==> src/rtl/im_fetch_ctrl_if.sv <==
// Decode-side handshake of the fetch stage: one valid/ready slot carrying an
// instruction word and the byte address it was fetched from.
interface im_fetch_ctrl_if;
    logic        if_valid;
    logic        if_ready;
    logic [31:0] if_instr;
    logic [31:0] if_pc;

    modport master (
        output if_valid,
        output if_instr,
        output if_pc,
        input  if_ready
    );

    modport slave (
        input  if_valid,
        input  if_instr,
        input  if_pc,
        output if_ready
    );
endinterface

==> src/rtl/im_fetch_ctrl.sv <==
// Instruction-fetch sequencer: owns the PC, addresses the instruction memory and
// registers each fetched word into a single valid/ready slot toward decode.
module im_fetch_ctrl #(
    parameter logic [31:0] PC_RESET = 32'h0000_3000,
    parameter int          IM_WORDS = 1024,
    localparam int         ADDR_W   = $clog2(IM_WORDS)
) (
    input  logic                  clk,
    input  logic                  reset_n,

    output logic [ADDR_W-1:0]     im_addr,
    input  logic [31:0]           im_instr,

    input  logic                  stall,
    input  logic                  redirect_valid,
    input  logic [31:0]           redirect_pc,

    im_fetch_ctrl_if.master       if_out,

    output logic                  fault,
    output logic [31:0]           fault_pc,
    output logic [31:0]           fetch_count
);

    typedef enum logic [1:0] {
        BOOT,
        RUN,
        FAULT
    } state_e;

    // One past the last legal byte address; 33 bits so the bound cannot overflow.
    localparam logic [32:0] WIN_END = {1'b0, PC_RESET} + (33'(IM_WORDS) * 33'd4);

    state_e      state_q, state_d;
    logic [31:0] pc_q, pc_d;
    logic        if_valid_q, if_valid_d;
    logic [31:0] if_instr_q, if_instr_d;
    logic [31:0] if_pc_q, if_pc_d;
    logic        fault_q, fault_d;
    logic [31:0] fault_pc_q, fault_pc_d;
    logic [31:0] fetch_count_q, fetch_count_d;

    logic        slot_free;
    logic [31:0] pc_offset;

    function automatic logic in_window(input logic [31:0] addr);
        return (addr >= PC_RESET) && ({1'b0, addr} < WIN_END);
    endfunction

    assign pc_offset = pc_q - PC_RESET;
    assign im_addr   = ADDR_W'(pc_offset >> 2);
    assign slot_free = !if_valid_q || if_out.if_ready;

    always_comb begin
        state_d       = state_q;
        pc_d          = pc_q;
        if_valid_d    = if_valid_q;
        if_instr_d    = if_instr_q;
        if_pc_d       = if_pc_q;
        fault_d       = fault_q;
        fault_pc_d    = fault_pc_q;
        fetch_count_d = fetch_count_q;

        unique case (state_q)
            BOOT: begin
                state_d = RUN;
            end

            RUN: begin
                if (redirect_valid) begin
                    if_valid_d = 1'b0;
                    if ((redirect_pc[1:0] != 2'b00) || !in_window(redirect_pc)) begin
                        state_d    = FAULT;
                        fault_d    = 1'b1;
                        fault_pc_d = redirect_pc;
                    end else begin
                        pc_d = redirect_pc;
                    end
                end else if (slot_free && !stall) begin
                    if (!in_window(pc_q)) begin
                        state_d    = FAULT;
                        fault_d    = 1'b1;
                        fault_pc_d = pc_q;
                        if_valid_d = 1'b0;
                    end else begin
                        if_instr_d    = im_instr;
                        if_pc_d       = pc_q;
                        if_valid_d    = 1'b1;
                        pc_d          = pc_q + 32'd4;
                        fetch_count_d = fetch_count_q + 32'd1;
                    end
                end else if (slot_free) begin
                    // Stalled with a free slot: anything just consumed leaves the slot.
                    if_valid_d = 1'b0;
                end
            end

            FAULT: begin
                if (if_out.if_ready) begin
                    if_valid_d = 1'b0;
                end
            end

            default: begin
                state_d = BOOT;
            end
        endcase
    end

    always_ff @(posedge clk or negedge reset_n) begin
        if (!reset_n) begin
            state_q       <= BOOT;
            pc_q          <= PC_RESET;
            if_valid_q    <= 1'b0;
            if_instr_q    <= 32'd0;
            if_pc_q       <= 32'd0;
            fault_q       <= 1'b0;
            fault_pc_q    <= 32'd0;
            fetch_count_q <= 32'd0;
        end else begin
            state_q       <= state_d;
            pc_q          <= pc_d;
            if_valid_q    <= if_valid_d;
            if_instr_q    <= if_instr_d;
            if_pc_q       <= if_pc_d;
            fault_q       <= fault_d;
            fault_pc_q    <= fault_pc_d;
            fetch_count_q <= fetch_count_d;
        end
    end

    assign if_out.if_valid = if_valid_q;
    assign if_out.if_instr = if_instr_q;
    assign if_out.if_pc    = if_pc_q;
    assign fault           = fault_q;
    assign fault_pc        = fault_pc_q;
    assign fetch_count     = fetch_count_q;

endmodule

==> src/flat_wrapper.sv <==
// flat-port wrapper written by rule: the top's interface ports become plain ports
module im_fetch_ctrl_flat 
#(
    parameter logic [31:0] PC_RESET = 32'h0000_3000,
    parameter int          IM_WORDS = 1024,
    localparam int         ADDR_W   = $clog2(IM_WORDS)
)
  (clk, reset_n, im_addr, im_instr, stall, redirect_valid, redirect_pc, fault, fault_pc, fetch_count, if_out_if_valid, if_out_if_instr, if_out_if_pc, if_out_if_ready);
  im_fetch_ctrl_if if_out_i ();
  input  logic clk;
  input  logic reset_n;
  output logic [ADDR_W-1:0] im_addr;
  input  logic [31:0] im_instr;
  input  logic stall;
  input  logic redirect_valid;
  input  logic [31:0] redirect_pc;
  output logic fault;
  output logic [31:0] fault_pc;
  output logic [31:0] fetch_count;
  output wire logic [$bits(if_out_i.if_valid)-1:0] if_out_if_valid;
  output wire logic [$bits(if_out_i.if_instr)-1:0] if_out_if_instr;
  output wire logic [$bits(if_out_i.if_pc)-1:0] if_out_if_pc;
  input wire logic [$bits(if_out_i.if_ready)-1:0] if_out_if_ready;
  assign if_out_if_valid = if_out_i.if_valid;
  assign if_out_if_instr = if_out_i.if_instr;
  assign if_out_if_pc = if_out_i.if_pc;
  assign if_out_i.if_ready = if_out_if_ready;
  im_fetch_ctrl #(.PC_RESET(PC_RESET), .IM_WORDS(IM_WORDS)) u_core (.clk(clk), .reset_n(reset_n), .im_addr(im_addr), .im_instr(im_instr), .stall(stall), .redirect_valid(redirect_valid), .redirect_pc(redirect_pc), .if_out(if_out_i), .fault(fault), .fault_pc(fault_pc), .fetch_count(fetch_count));
endmodule
==> config.mk <==
export PLATFORM = sky130hd
export DESIGN_NAME = im_fetch_ctrl_flat
export DESIGN_NICKNAME = d
export VERILOG_FILES = /design/src/rtl/im_fetch_ctrl_if.sv /design/src/rtl/im_fetch_ctrl.sv /design/src/flat_wrapper.sv
export SDC_FILE = /design/constraint.sdc
export NUM_CORES = 1
export LEC_CHECK = 0
export CAP_MARGIN = 20
export CORE_MARGIN = 2
export CORE_UTILIZATION = 30
export DETAILED_ROUTE_END_ITERATION = 6
export GPL_ROUTABILITY_DRIVEN = 0
export PLACE_DENSITY = 0.59
export RECOVER_POWER = 25
export SYNTH_ARGS = -nofsm -noshare
export SYNTH_HDL_FRONTEND = slang
export SYNTH_SLANG_ARGS = --single-unit
==> constraint.sdc <==
create_clock -name clk -period 2.6 [get_ports clk]
set_clock_uncertainty 0.05 [all_clocks]
set_input_delay 0.65 -clock clk [delete_from_list [all_inputs] [get_ports clk]]
set_output_delay 0.65 -clock clk [all_outputs]
set_load 0.02 [all_outputs]
==> reports/summary.md <==
The run finished with clean final reports. The area added between synthesis and finish works out to 44.7%. Setup repair after global routing left no endpoint under its margin. For the worst slew slack as a fraction of its limit, the log shows 0.205. For this design the top-level I/O count stands at 209.

The run gives 430 ps as the source-to-sink clock delay at the later pin of the worst-skew pair. Among all flip-flop cells after synthesis, the most frequent one is dfrtp_1. The worst path needs 2500 ps of the cycle, external delays included.

The routed design uses 9.04 mm of met2 wire. The tools report the final-stage net count as 924. The synthesized design contains 164 register bits. The starting utilization of the core area is 0.302, and the sum of buffers and inverters on the critical path is 2. Walking the worst path, the cells encountered are clkdlybuf4s50_1, or4_1, nor4_2, buf_4, nand2_1, a221o_2, a221oi_1. The standard cell with the maximum stage delay on the critical path is or4_1.

Grouping stages by cell kind, the critical path spends the most delay in simple AND/OR/NAND/NOR gates. Counting every net in the synthesized netlist gives 693. The mapped cell area was 7290 um^2; the floorplan die width was 160 um.

The fraction of registers with async set or reset after synthesis is 1.00. The leakage power total was 0.00473 uW. In the final routed layout, each cell accounts on average for 16.8 um. Counting flops with a built-in enable in the synthesized netlist gives 0. The number of hold buffers added after CTS is 0.

TritonCTS built the clock tree. The post-layout worst setup margin was 96.5 ps; the post-route antenna net violation count was 0. The critical path is of the in -> reg type. The critical path crosses 7 cells after its start point. For the total routed wirelength, the log shows 20.0 mm.

The mean number of vias per cell was 4.70; the routed wire length on met3 was 1.45 mm. Post-CTS repair changed the size of 0 cells. The type of origin of the critical path was an input pin. In this run the worst hold path is classified as in -> async. The final count of hold timing violations was 0; the final setup violation count was 0. The placement-stage cell area is 10000 um^2.

The remaining design rule violation count is 0, and the via count is 5574. The total overflow left after global routing is 0. The clock net in this run drives a total of 164 sinks. The count of final max-slew check failures came out at 0. Derived from the worst setup path, the maximum achievable clock frequency is 399 MHz.

After legalization and detailed placement, the total HPWL measured 15.0 mm. In this run the core area contains 57 standard-cell rows. The number of cells traversed by the worst register-to-register path was 6. OpenSTA, run right after detailed placement, puts the worst setup slack at -381 ps. The run gives 0.563 as the post-synthesis sequential area ratio.

The first global-routing pass estimated 32.3 mm of wire. The data required time at the worst endpoint is 2880 ps, and the vertical extent of the die is 160 um. In this run the power density over the cells is 666 nW/um^2. Met1 wire length: 9.17 mm.

The root buffer cell chosen for the clock tree is clkbuf_16. Adding up every negative setup slack in the final design gives 0 ps. Counting the buffers created by CTS gives 17. For the final instance area, the log shows 10500 um^2. Clock-pin slew was measured on the worst setup and hold paths at 70 ps. Global router's overall resource usage: 0.160. The warning count from the yosys run was 0. The highest layer used for signal routing is met5. For the H-tree depth, the log shows 4. The run gives 2780 ps as the endpoint arrival time on the critical path.

The design draws 7030 uW. The ratio of final minimum period to clock period was 0.963; the area enclosed by the die boundary was 25600 um^2. The share of final-layout standard cells stronger than drive strength 1 is 0.211, and the multi-input combinational cell area is 2930 um^2. The delay of the slowest cell on the worst path works out to 540 ps. The number of buffers added for setup after CTS was 0. The first-pass iteration count of the detailed router came out at 6. Of all nets on the critical path, the largest fanout is 6. Across the VDD grid, the largest voltage drop is 0.000420 V. For the number of global-route vias before repair, the log shows 5657. Max-cap violations in this run came to 0. After technology mapping, the gate count stands at 617. The longest clock path from root to sink contains 2 buffers. Yosys mapped the design onto 51 distinct sky130hd cell types.

The endpoint class of the critical path was a flop. The detailed router finished its first iteration with 304 violations. Summing all flip-flop and latch instances after layout gives 4110 um^2. After floorplanning, the core was sized to cover 24100 um^2. In this run the mean area of a mapped cell was 11.8 um^2. The fill cell instance count of the final layout was 2335; the number of port buffers was 208. The initial antenna violation count is 1, and the largest net degree at the start of global routing is 61.

The actual transition at the worst max-transition pin is 1190 ps.
[flip-flops by register name (all words and copies together) (netlist names)]
register,cells
u_core.fault,1
u_core.if_out.if_valid,1
u_core.fetch_count,32
u_core.pc_q,32
u_core.if_out.if_instr,32
u_core.fault_pc,32
u_core.state_q,2
u_core.if_out.if_pc,32
[cells in the mapped netlist, drive strengths merged (10+ instances only)]
library cell / instances / area share
xor2: 19 / 0.023
clkbuf: 19 / 0.0098
xnor2: 12 / 0.014
mux2: 88 / 0.14
nor4: 14 / 0.014
nand2: 52 / 0.027
nor3: 16 / 0.012
nand4: 17 / 0.015
dfrtp: 162 / 0.56
o21ai: 31 / 0.022
nor2: 15 / 0.0077
a21oi: 10 / 0.0069
nand3: 19 / 0.014
buf: 20 / 0.017
inv: 20 / 0.010
and2: 38 / 0.033
[routing by layer]
metal | up-vias | global-route usage
li1 | 2649 | -
met1 | 2710 | 0.217
met2 | 194 | 0.244
met3 | 19 | 0.0545
met4 | 2 | 0.0446
met5 | - | 0
[cells by family (layout without fill, tap and decap cells)]
kind of cell / Yosys count / in the layout / synth area share
AOI/OAI and AO/OA: 66 / 66 / 0.0580
xor gates and xnor gates: 31 / 31 / 0.0372
adders and majority gates: 7 / 7 / 0.0120
buffers and inverters: 59 / 303 / 0.0372
DFF: 164 / 164 / 0.563
muxes: 88 / 88 / 0.136
other: 0 / 1 / 0
and+or+nand+nor: 202 / 202 / 0.156
[worst paths after layout]
| check | start | end | slack (ps) |
|---|---|---|---|
| worst max-delay path | redirect_pc[28] | u_core.pc_q[9] | 100 |
| worst min-delay path | reset_n | u_core.fault_pc[28] | 390 |
| worst max register to register | u_core.pc_q[15] | u_core.pc_q[10] | 260 |
| worst min register to register | u_core.if_out.if_pc[12] | u_core.if_out.if_pc[12] | 410 |
| max in group asynchronous | reset_n | u_core.if_out.if_pc[28] | 530 |
| min in group clk | u_core.if_out.if_pc[12] | u_core.if_out.if_pc[12] | 410 |
[through the flow]
| step | hold slack, ps | utilization | instances |
|---|---|---|---|
| final | 387 | 0.438 | 1186 |
| after global routing | 431 | 0.438 | 1185 |
| after CTS | 99.1 | 0.439 | 1185 |
| after detailed placement | 405 | 0.415 | 1153 |
| after global placement | 401 | 0.415 | 1153 |
| after floorplan | 304 | - | 617 |
[layout by cell type (no fill, tap or decap), drive strengths merged, types with 4 or more instances in the layout]
master,count
nand4,17
xor2,19
ha,7
xnor2,12
inv,29
buf,41
and3,6
and2,38
nand2,52
clkdlybuf4s50,206
clkbuf,21
a21oi,10
o22ai,4
nor4,14
dfrtp,162
nor3,16
nor2,15
and4,7
nand3,19
mux2,88
clkinvlp,4
o21ai,31
[power breakdown]
| part | internal (uW) | total, uW | switching, uW |
|---|---|---|---|
| clock | 1270 | 2430 | 1170 |
| sequential | 2780 | 2910 | 132 |
| combinational | 880 | 1680 | 801 |
| total | 4930 | 7030 | 2100 |
[cell type report]
type | count | share of cell area
flip-flops and latches | 164 | 0.389
multi-input cells | 394 | 0.278
repair buffers | 251 | 0.234
clock buffers | 17 | 0.0403
well taps | 324 | 0.0384
clock inverters | 15 | 0.0129
inverters | 20 | 0.00712
diodes | 1 | 0.000237
Note: power is estimated with default switching activity, not from simulation.
